--- src/rtl/reg_xfer_ctrl_if.sv ---
// Control, stream and register-file signals of reg_xfer_ctrl; master = controller side.
// cksum_err is present only when REG_XFER_CKSUM_EN is defined.
interface reg_xfer_ctrl_if #(
    parameter int AddressSize = 3,
    parameter int WordSize    = 8
);
    logic                   start;
    logic                   mode;
    logic                   busy;
    logic                   done;
    logic [WordSize-1:0]    s_data;
    logic                   s_valid;
    logic                   s_ready;
    logic [WordSize-1:0]    m_data;
    logic                   m_valid;
    logic                   m_ready;
    logic [AddressSize-1:0] rf_ra;
    logic [WordSize-1:0]    rf_rdata;
    logic [AddressSize-1:0] rf_rw;
    logic [WordSize-1:0]    rf_wdata;
    logic                   rf_RegWr;
`ifdef REG_XFER_CKSUM_EN
    logic                   cksum_err;
`endif

    modport master (
        input  start, mode, s_data, s_valid, m_ready, rf_rdata,
        output busy, done, s_ready, m_data, m_valid, rf_ra, rf_rw, rf_wdata, rf_RegWr
`ifdef REG_XFER_CKSUM_EN
        , output cksum_err
`endif
    );

    modport slave (
        output start, mode, s_data, s_valid, m_ready, rf_rdata,
        input  busy, done, s_ready, m_data, m_valid, rf_ra, rf_rw, rf_wdata, rf_RegWr
`ifdef REG_XFER_CKSUM_EN
        , input cksum_err
`endif
    );
endinterface

--- src/rtl/reg_xfer_ctrl.sv ---
// Streams a register file in (load) or out (dump); REG_XFER_CKSUM_EN adds a trailing XOR beat.
// Latency: one beat per handshake cycle, done pulses the cycle after the last beat.
// Backpressure: s_valid/m_ready stalls hold addr and data; nothing is lost or repeated.
module reg_xfer_ctrl #(
    parameter int AddressSize = 3,
    parameter int WordSize    = 8
) (
    input logic             clk,
    input logic             rst_n,
    reg_xfer_ctrl_if.master bus
);
    typedef enum logic [2:0] {IDLE, LOAD, DUMP, CKSUM, DONE} state_t;
    localparam logic [AddressSize-1:0] LastAddr = '1;

    state_t                 state;
    logic [AddressSize-1:0] addr;
    logic                   busy_q;
    logic                   done_q;
    logic                   data_hs;

    assign data_hs      = (state == LOAD && bus.s_valid) || (state == DUMP && bus.m_ready);
    assign bus.rf_ra    = addr;
    assign bus.rf_rw    = addr;
    assign bus.rf_wdata = bus.s_data;
    assign bus.rf_RegWr = (state == LOAD) && bus.s_valid;
    assign bus.busy     = busy_q;
    assign bus.done     = done_q;

`ifdef REG_XFER_CKSUM_EN
    logic                dir;
    logic [WordSize-1:0] cksum;
    logic                cksum_err_q;
    logic [WordSize-1:0] beat;

    assign beat          = (state == LOAD) ? bus.s_data : bus.rf_rdata;
    assign bus.s_ready   = (state == LOAD) || (state == CKSUM && !dir);
    assign bus.m_valid   = (state == DUMP) || (state == CKSUM && dir);
    assign bus.m_data    = (state == CKSUM) ? cksum : bus.rf_rdata;
    assign bus.cksum_err = cksum_err_q;
`else
    assign bus.s_ready = (state == LOAD);
    assign bus.m_valid = (state == DUMP);
    assign bus.m_data  = WordSize'(bus.rf_rdata);
`endif

    always_ff @(posedge clk or negedge rst_n) begin
        if (!rst_n) begin
            state  <= IDLE;
            addr   <= '0;
            busy_q <= 1'b0;
            done_q <= 1'b0;
`ifdef REG_XFER_CKSUM_EN
            dir         <= 1'b0;
            cksum       <= '0;
            cksum_err_q <= 1'b0;
`endif
        end else begin
            case (state)
                IDLE: begin
                    if (bus.start) begin
                        addr   <= '0;
                        busy_q <= 1'b1;
                        state  <= bus.mode ? DUMP : LOAD;
`ifdef REG_XFER_CKSUM_EN
                        dir         <= bus.mode;
                        cksum       <= '0;
                        cksum_err_q <= 1'b0;
`endif
                    end
                end
                LOAD, DUMP: begin
                    if (data_hs) begin
                        addr <= addr + 1'b1;
`ifdef REG_XFER_CKSUM_EN
                        cksum <= cksum ^ beat;
`endif
                        // The last entry ends the data phase; addr wrapping to 0 is never used.
                        if (addr == LastAddr) begin
`ifdef REG_XFER_CKSUM_EN
                            state <= CKSUM;
`else
                            state  <= DONE;
                            done_q <= 1'b1;
`endif
                        end
                    end
                end
                CKSUM: begin
`ifdef REG_XFER_CKSUM_EN
                    if (dir ? bus.m_ready : bus.s_valid) begin
                        if (!dir) cksum_err_q <= (bus.s_data != cksum);
                        state  <= DONE;
                        done_q <= 1'b1;
                    end
`else
                    state <= IDLE;
`endif
                end
                DONE: begin
                    state  <= IDLE;
                    busy_q <= 1'b0;
                    done_q <= 1'b0;
                end
                default: state <= IDLE;
            endcase
        end
    end
endmodule

--- src/flat_wrapper.sv ---
// flat-port wrapper written by rule: the top's interface ports become plain ports
module reg_xfer_ctrl_flat 
#(
    parameter int AddressSize = 3,
    parameter int WordSize    = 8
)
  (clk, rst_n, bus_start, bus_mode, bus_s_data, bus_s_valid, bus_m_ready, bus_rf_rdata, bus_busy, bus_done, bus_s_ready, bus_m_data, bus_m_valid, bus_rf_ra, bus_rf_rw, bus_rf_wdata, bus_rf_RegWr);
  reg_xfer_ctrl_if #(.AddressSize(AddressSize), .WordSize(WordSize)) bus_i ();
  input logic clk;
  input logic rst_n;
  input wire logic [$bits(bus_i.start)-1:0] bus_start;
  input wire logic [$bits(bus_i.mode)-1:0] bus_mode;
  input wire logic [$bits(bus_i.s_data)-1:0] bus_s_data;
  input wire logic [$bits(bus_i.s_valid)-1:0] bus_s_valid;
  input wire logic [$bits(bus_i.m_ready)-1:0] bus_m_ready;
  input wire logic [$bits(bus_i.rf_rdata)-1:0] bus_rf_rdata;
  output wire logic [$bits(bus_i.busy)-1:0] bus_busy;
  output wire logic [$bits(bus_i.done)-1:0] bus_done;
  output wire logic [$bits(bus_i.s_ready)-1:0] bus_s_ready;
  output wire logic [$bits(bus_i.m_data)-1:0] bus_m_data;
  output wire logic [$bits(bus_i.m_valid)-1:0] bus_m_valid;
  output wire logic [$bits(bus_i.rf_ra)-1:0] bus_rf_ra;
  output wire logic [$bits(bus_i.rf_rw)-1:0] bus_rf_rw;
  output wire logic [$bits(bus_i.rf_wdata)-1:0] bus_rf_wdata;
  output wire logic [$bits(bus_i.rf_RegWr)-1:0] bus_rf_RegWr;
  assign bus_i.start = bus_start;
  assign bus_i.mode = bus_mode;
  assign bus_i.s_data = bus_s_data;
  assign bus_i.s_valid = bus_s_valid;
  assign bus_i.m_ready = bus_m_ready;
  assign bus_i.rf_rdata = bus_rf_rdata;
  assign bus_busy = bus_i.busy;
  assign bus_done = bus_i.done;
  assign bus_s_ready = bus_i.s_ready;
  assign bus_m_data = bus_i.m_data;
  assign bus_m_valid = bus_i.m_valid;
  assign bus_rf_ra = bus_i.rf_ra;
  assign bus_rf_rw = bus_i.rf_rw;
  assign bus_rf_wdata = bus_i.rf_wdata;
  assign bus_rf_RegWr = bus_i.rf_RegWr;
  reg_xfer_ctrl #(.AddressSize(AddressSize), .WordSize(WordSize)) u_core (.clk(clk), .rst_n(rst_n), .bus(bus_i));
endmodule
--- config.mk ---
export PLATFORM = sky130hd
export DESIGN_NAME = reg_xfer_ctrl_flat
export DESIGN_NICKNAME = d
export VERILOG_FILES = /design/src/rtl/reg_xfer_ctrl_if.sv /design/src/rtl/reg_xfer_ctrl.sv /design/src/flat_wrapper.sv
export SDC_FILE = /design/constraint.sdc
export NUM_CORES = 1
export LEC_CHECK = 0
export BUFFER_PORTS_ARGS = -buffer_cell sky130_fd_sc_hd__buf_4
export CELL_PAD_IN_SITES_DETAIL_PLACEMENT = 1
export CELL_PAD_IN_SITES_GLOBAL_PLACEMENT = 1
export CORE_AREA = 5 5 54 56
export DETAILED_ROUTE_END_ITERATION = 6
export DIE_AREA = 0 0 59 61
export HOLD_SLACK_MARGIN = 0.06
export PLACE_DENSITY = 0.83
export SLEW_MARGIN = 5
export SYNTH_ARGS = -nofsm -noshare
export SYNTH_HDL_FRONTEND = slang
export SYNTH_SLANG_ARGS = --single-unit
--- constraint.sdc ---
create_clock -name clk -period 3.25 [get_ports clk]
set_clock_uncertainty 0.15 [all_clocks]
set_input_delay 0 -clock clk [delete_from_list [all_inputs] [get_ports clk]]
set_output_delay 0 -clock clk [all_outputs]
set_load 0.03 [all_outputs]
# Word-level counts from Yosys, hierarchy flattened

Index checks and enable logic that the tools add are counted.

Flip-flop bits (word level): 8
Latch bits: 0
RAM bits: 0
Bits in read-only memories: 0
Input port bits: 22
Word-level logic and storage cells: 37
Memories kept: 0

Add/sub/neg operators: 1
$mul: 0
Div/mod/pow operators: 0
$lt $le $gt $ge: 0
Equality and inequality tests: 7
Shift operators: 0
Multiplexer cells: 13
Bitwise gates (word level): 0
Reduce and logical (&&, ||, !) cells: 12

Operators with widths:

| operator                                                               | count |
|---|---|
| 3-bit 2-to-1 mux                                                       | 5 |
| 3-bit case mux with 2 select lines                                     | 2 |
| 3-bit AND reduction                                                    | 3 |
| 3-bit equality test (second input constant)                            | 2 |
| 2-bit nonzero test                                                     | 3 |
| 2-bit by 1-bit != test with 1-bit output (second input constant)       | 2 |
| 1-bit case mux with 2 select lines                                     | 2 |
| 3-bit by 1-bit adder with 3-bit output (second input constant)         | 1 |
| 3-bit by 1-bit equality test with 1-bit output (second input constant) | 1 |
| 3-bit by 2-bit equality test with 1-bit output (second input constant) | 1 |
| 3-bit logical NOT                                                      | 1 |
| 1-bit 2-to-1 mux                                                       | 3 |
| 1-bit logical AND                                                      | 2 |
| 2-bit 2-to-1 mux                                                       | 1 |
| 2-bit != test (second input constant)                                  | 1 |
| 2-bit AND reduction                                                    | 1 |
| 2-bit OR reduction                                                     | 1 |
| 1-bit logical OR                                                       | 1 |

# Longest topological paths before layout

Depth after elaboration: 5
Mapped depth: 5
Gate-level depth less buffers: 5

# Worst setup path before layout

Ideal clock, no wire load.

Path type: reg-to-reg
From: register u_core.addr[0] (netlist: u_core.bus.rf_ra[0])
To: register u_core.state[1]
Library setup time: 0.101 ns
Arrival: 1.359 ns
Slack: 1.640 ns
Cell stages (with the launch flop): 5
Path buffers: 0
Path through: dfrtp_1 > ha_1 > ha_1 > and3_1 > nor4_1

Longest elaborated chain between the ends: 3

RTL lines:

| element                                                   | RTL line            | text |
|---|---|---|
| start, declared                                           | reg_xfer_ctrl.sv:16 | `logic [AddressSize-1:0] addr;` |
| start signal, assigned                                    | reg_xfer_ctrl.sv:73 | `addr <= addr + 1'b1;` |
| 3-bit equality test                                       | reg_xfer_ctrl.sv:78 | `if (addr == LastAddr) begin` |
| 2-bit by 1-bit != test with 1-bit output (no source line) | --                  |  |
| 3-bit AND reduction (no source line)                      | --                  |  |
| end signal, assigned                                      | reg_xfer_ctrl.sv:63 | `state <= bus.mode ? DUMP : LOAD;` |
| end, declared                                             | reg_xfer_ctrl.sv:15 | `state_t state;` |

Every way passes these cells.
A chain may end at the register's enable or synchronous reset.

# Worst setup path after layout

Ends and elaborated chain as after synthesis.

==> metrics.txt <==
DP Wirelength 1.14 mm; Final Slew Violations 0; async set-or-reset flop fraction in the synthesized netlist between 90% and 100%; Critical Path Max Stage Delay 0.46 ns; DRC Markers 0; Vias roughly 560; root buf cell clkbuf_4; Crit path top cell by count ha_1; hold path depth 1; post-CTS sizing 0; P_int between 0.3 and 0.4 mW; crit share post-route 47.9%; Final Routed Wirelength 1.63 mm; area share of the largest cell type after synthesis 31.4%; Initial Util approximately a quarter; DR iter-0 viols 5; #FFs+latches synth 8; WL/cell about 14 um; Min-Delay Startpoint u_core.bus.done; Pleak approximately 0.4 nW; sequential share of power around a third; area leader, netlist dfrtp_1; CTS clk-pin slew, worst paths ~0.060 ns; Hold Path Class register to register; sw power just over 0.3 mW; PortBufs 16; r2r worst-path depth 4; uppermost layer routed met3; R2R Setup Slk roughly 1.7 ns; count leader, synth buf_4; core area ~0.0024 mm2; DRT antenna net count 0; top_reg_cell synth dfrtp_1; max-cap viol count 0; routability cong. a little under 0.8; sequential share of the synthesized area 31.4%; synthesis-to-layout area growth 37.1%; mean post-synth cell area around 9.5 um2; largest net degree at the start of global routing 15; actual slew at the worst max-slew pin between 0.4 and 0.5 ns; Mapped Cells 67; Critical Path Source Type register; first-pass GRT wire length roughly 2.5 mm; switching share of power approximately half; CTS tree yes; Clk pwr share around an eighth; fmax ~0.64 GHz; Worst setup EP type register; Initial DRT Pass Iterations 2; die area around 0.0036 mm2; Post-Syn Area between 600 and 700 um2; Final Power 0.628 mW; Die Width slightly below 60 um; Synth Warn # 0; number of global-route vias before repair approximately 530; clk_lat worst skew 0.25 ns; Pwr per Cell Area approximately 720 mW/mm2; Comb power frac between 50 and 60%; launching point of the worst reg2reg path u_core.bus.rf_ra[0]; WHS roughly 0.35 ns; total congestion overflow 0; Tmin final ~1.6 ns; Netlist cell types 29; CP max FO 8; total CTS buffers 3; unrepaired setup endpoints after global routing false; worst path required time between 3 and 4 ns; worst hold endpoint u_core.bus.done; setup TNS 0 ns; worst path cell trace ha_1, ha_1, and3_1, nor4_1; metal3 WL between 200 and 250 um; syn nets 91; wire length on met2 781 um; final net count around 110; Clock Path Buffers 2; total track usage a little under a tenth; Max transition margin about two thirds; main area contributors after synthesis dfrtp_1 (31%), buf_4 (22%), ha_1 (3.9%); WS Path Type register to register; wl on met1 640 um; final setup vio count 0; Die Y around 60 um; outcome finished, final reports clean; H-tree Lvls 1; CP max stage cell dfrtp_1; layout cells sized above 1 just over 30%; EDFF count, synth 0; Hold Vio Cnt, Final 0; initial antenna violation count 0; Critical Path AT between 1.5 and 2 ns; Sink Count 8; IR drop worst, VDD approximately 300 uV; Vias/cell between 4 and 5; I/O pin count 49; Diodes inserted 0; worst reg2reg path endpoint u_core.state[1]; Placement Rows 18; Post-synth top cells buf_4 (19), dfrtp_1 (8), nand2_1 (6)
per-layer routing:
layer  vias to the layer above  track usage (%)
li1                        256                -
met1                       264             10.5
met2                        36             16.1
met3                         0             4.68
met4                         0             1.94
met5                         -                0
what timing repair did:
| item | 4_1_cts | 5_1_grt |
|---|---|---|
| endpoints found under the setup margin | 0 | 0 |
| setup buffers | 0 | 0 |
| endpoints found under the hold margin | 30 | 0 |
| hold buffers | 22 | 0 |
state kept, by name, indices dropped and copies added, names as in the netlist:
name              flops
u_core.bus.done       1
u_core.bus.busy       1
u_core.bus.rf_ra      3
u_core.state          3
worst max-delay path, delay by kind of cell (launching register included):
kind	cells	cell delay, ns
DFF	1	0.46
adders and majority gates	2	0.46
and+or+nand+nor	2	0.39
cells by family after synthesis:
family | after synthesis | synth area share, %
mux | 1 | 2.16
buf+inv | 22 | 25.7
compound gates | 11 | 13.3
fa+ha+maj | 2 | 3.92
simple gates | 23 | 23.5
flops | 8 | 31.4
worst max-delay path by stage:
stage / start / to / depth (start not counted)
2_1_floorplan: u_core.bus.rf_ra[0] / u_core.state[1] / 4
3_3_place_gp: u_core.bus.rf_ra[0] / u_core.state[1] / 4
3_5_place_dp: u_core.bus.rf_ra[0] / u_core.state[1] / 4
4_1_cts: u_core.bus.rf_ra[0] / u_core.state[1] / 4
5_1_grt: u_core.bus.rf_ra[0] / u_core.state[1] / 4
6_report: u_core.bus.rf_ra[0] / u_core.state[1] / 4
cells in the final DEF (no fill, tap or decap), types with 2 or more instances in the layout:
cell and count:
dlygate4sd3_1 22, buf_4 16, dfrtp_1 8, nand2_1 6, a21oi_1 3, clkbuf_4 3, nor3b_1 2, nor3_1 2
a21oi_2 2, o2bb2ai_1 2, ha_1 2
final cells by class:
type                            count  area, um2
Fill cell                         287       1510
Multi-Input combinational cell     37        274
Timing Repair Buffer               38        340
Sequential cell                     8        200
Clock buffer                        3       22.5
Tap cell                           30       37.5
per-stage QoR:
stage	setup slack, ns	area, um2	instances	utilization, %
after floorplan	1.64	638	67	-
after global placement	1.74	632	91	26.5
after detailed placement	1.70	632	91	26.5
after CTS	1.69	875	116	36.6
after global routing	1.58	875	116	36.6
final	1.69	875	116	36.6
power groups by stage:
stage	clock, mW	combinational (mW)	sequential (mW)
after CTS	0.0823	0.357	0.200
final	0.0782	0.351	0.199
after global placement	0	0.304	0.194
after global routing	0.0856	0.372	0.207
after floorplan	0	0.271	0.194
after detailed placement	0	0.312	0.203
Power figures use the tool's default switching activity.
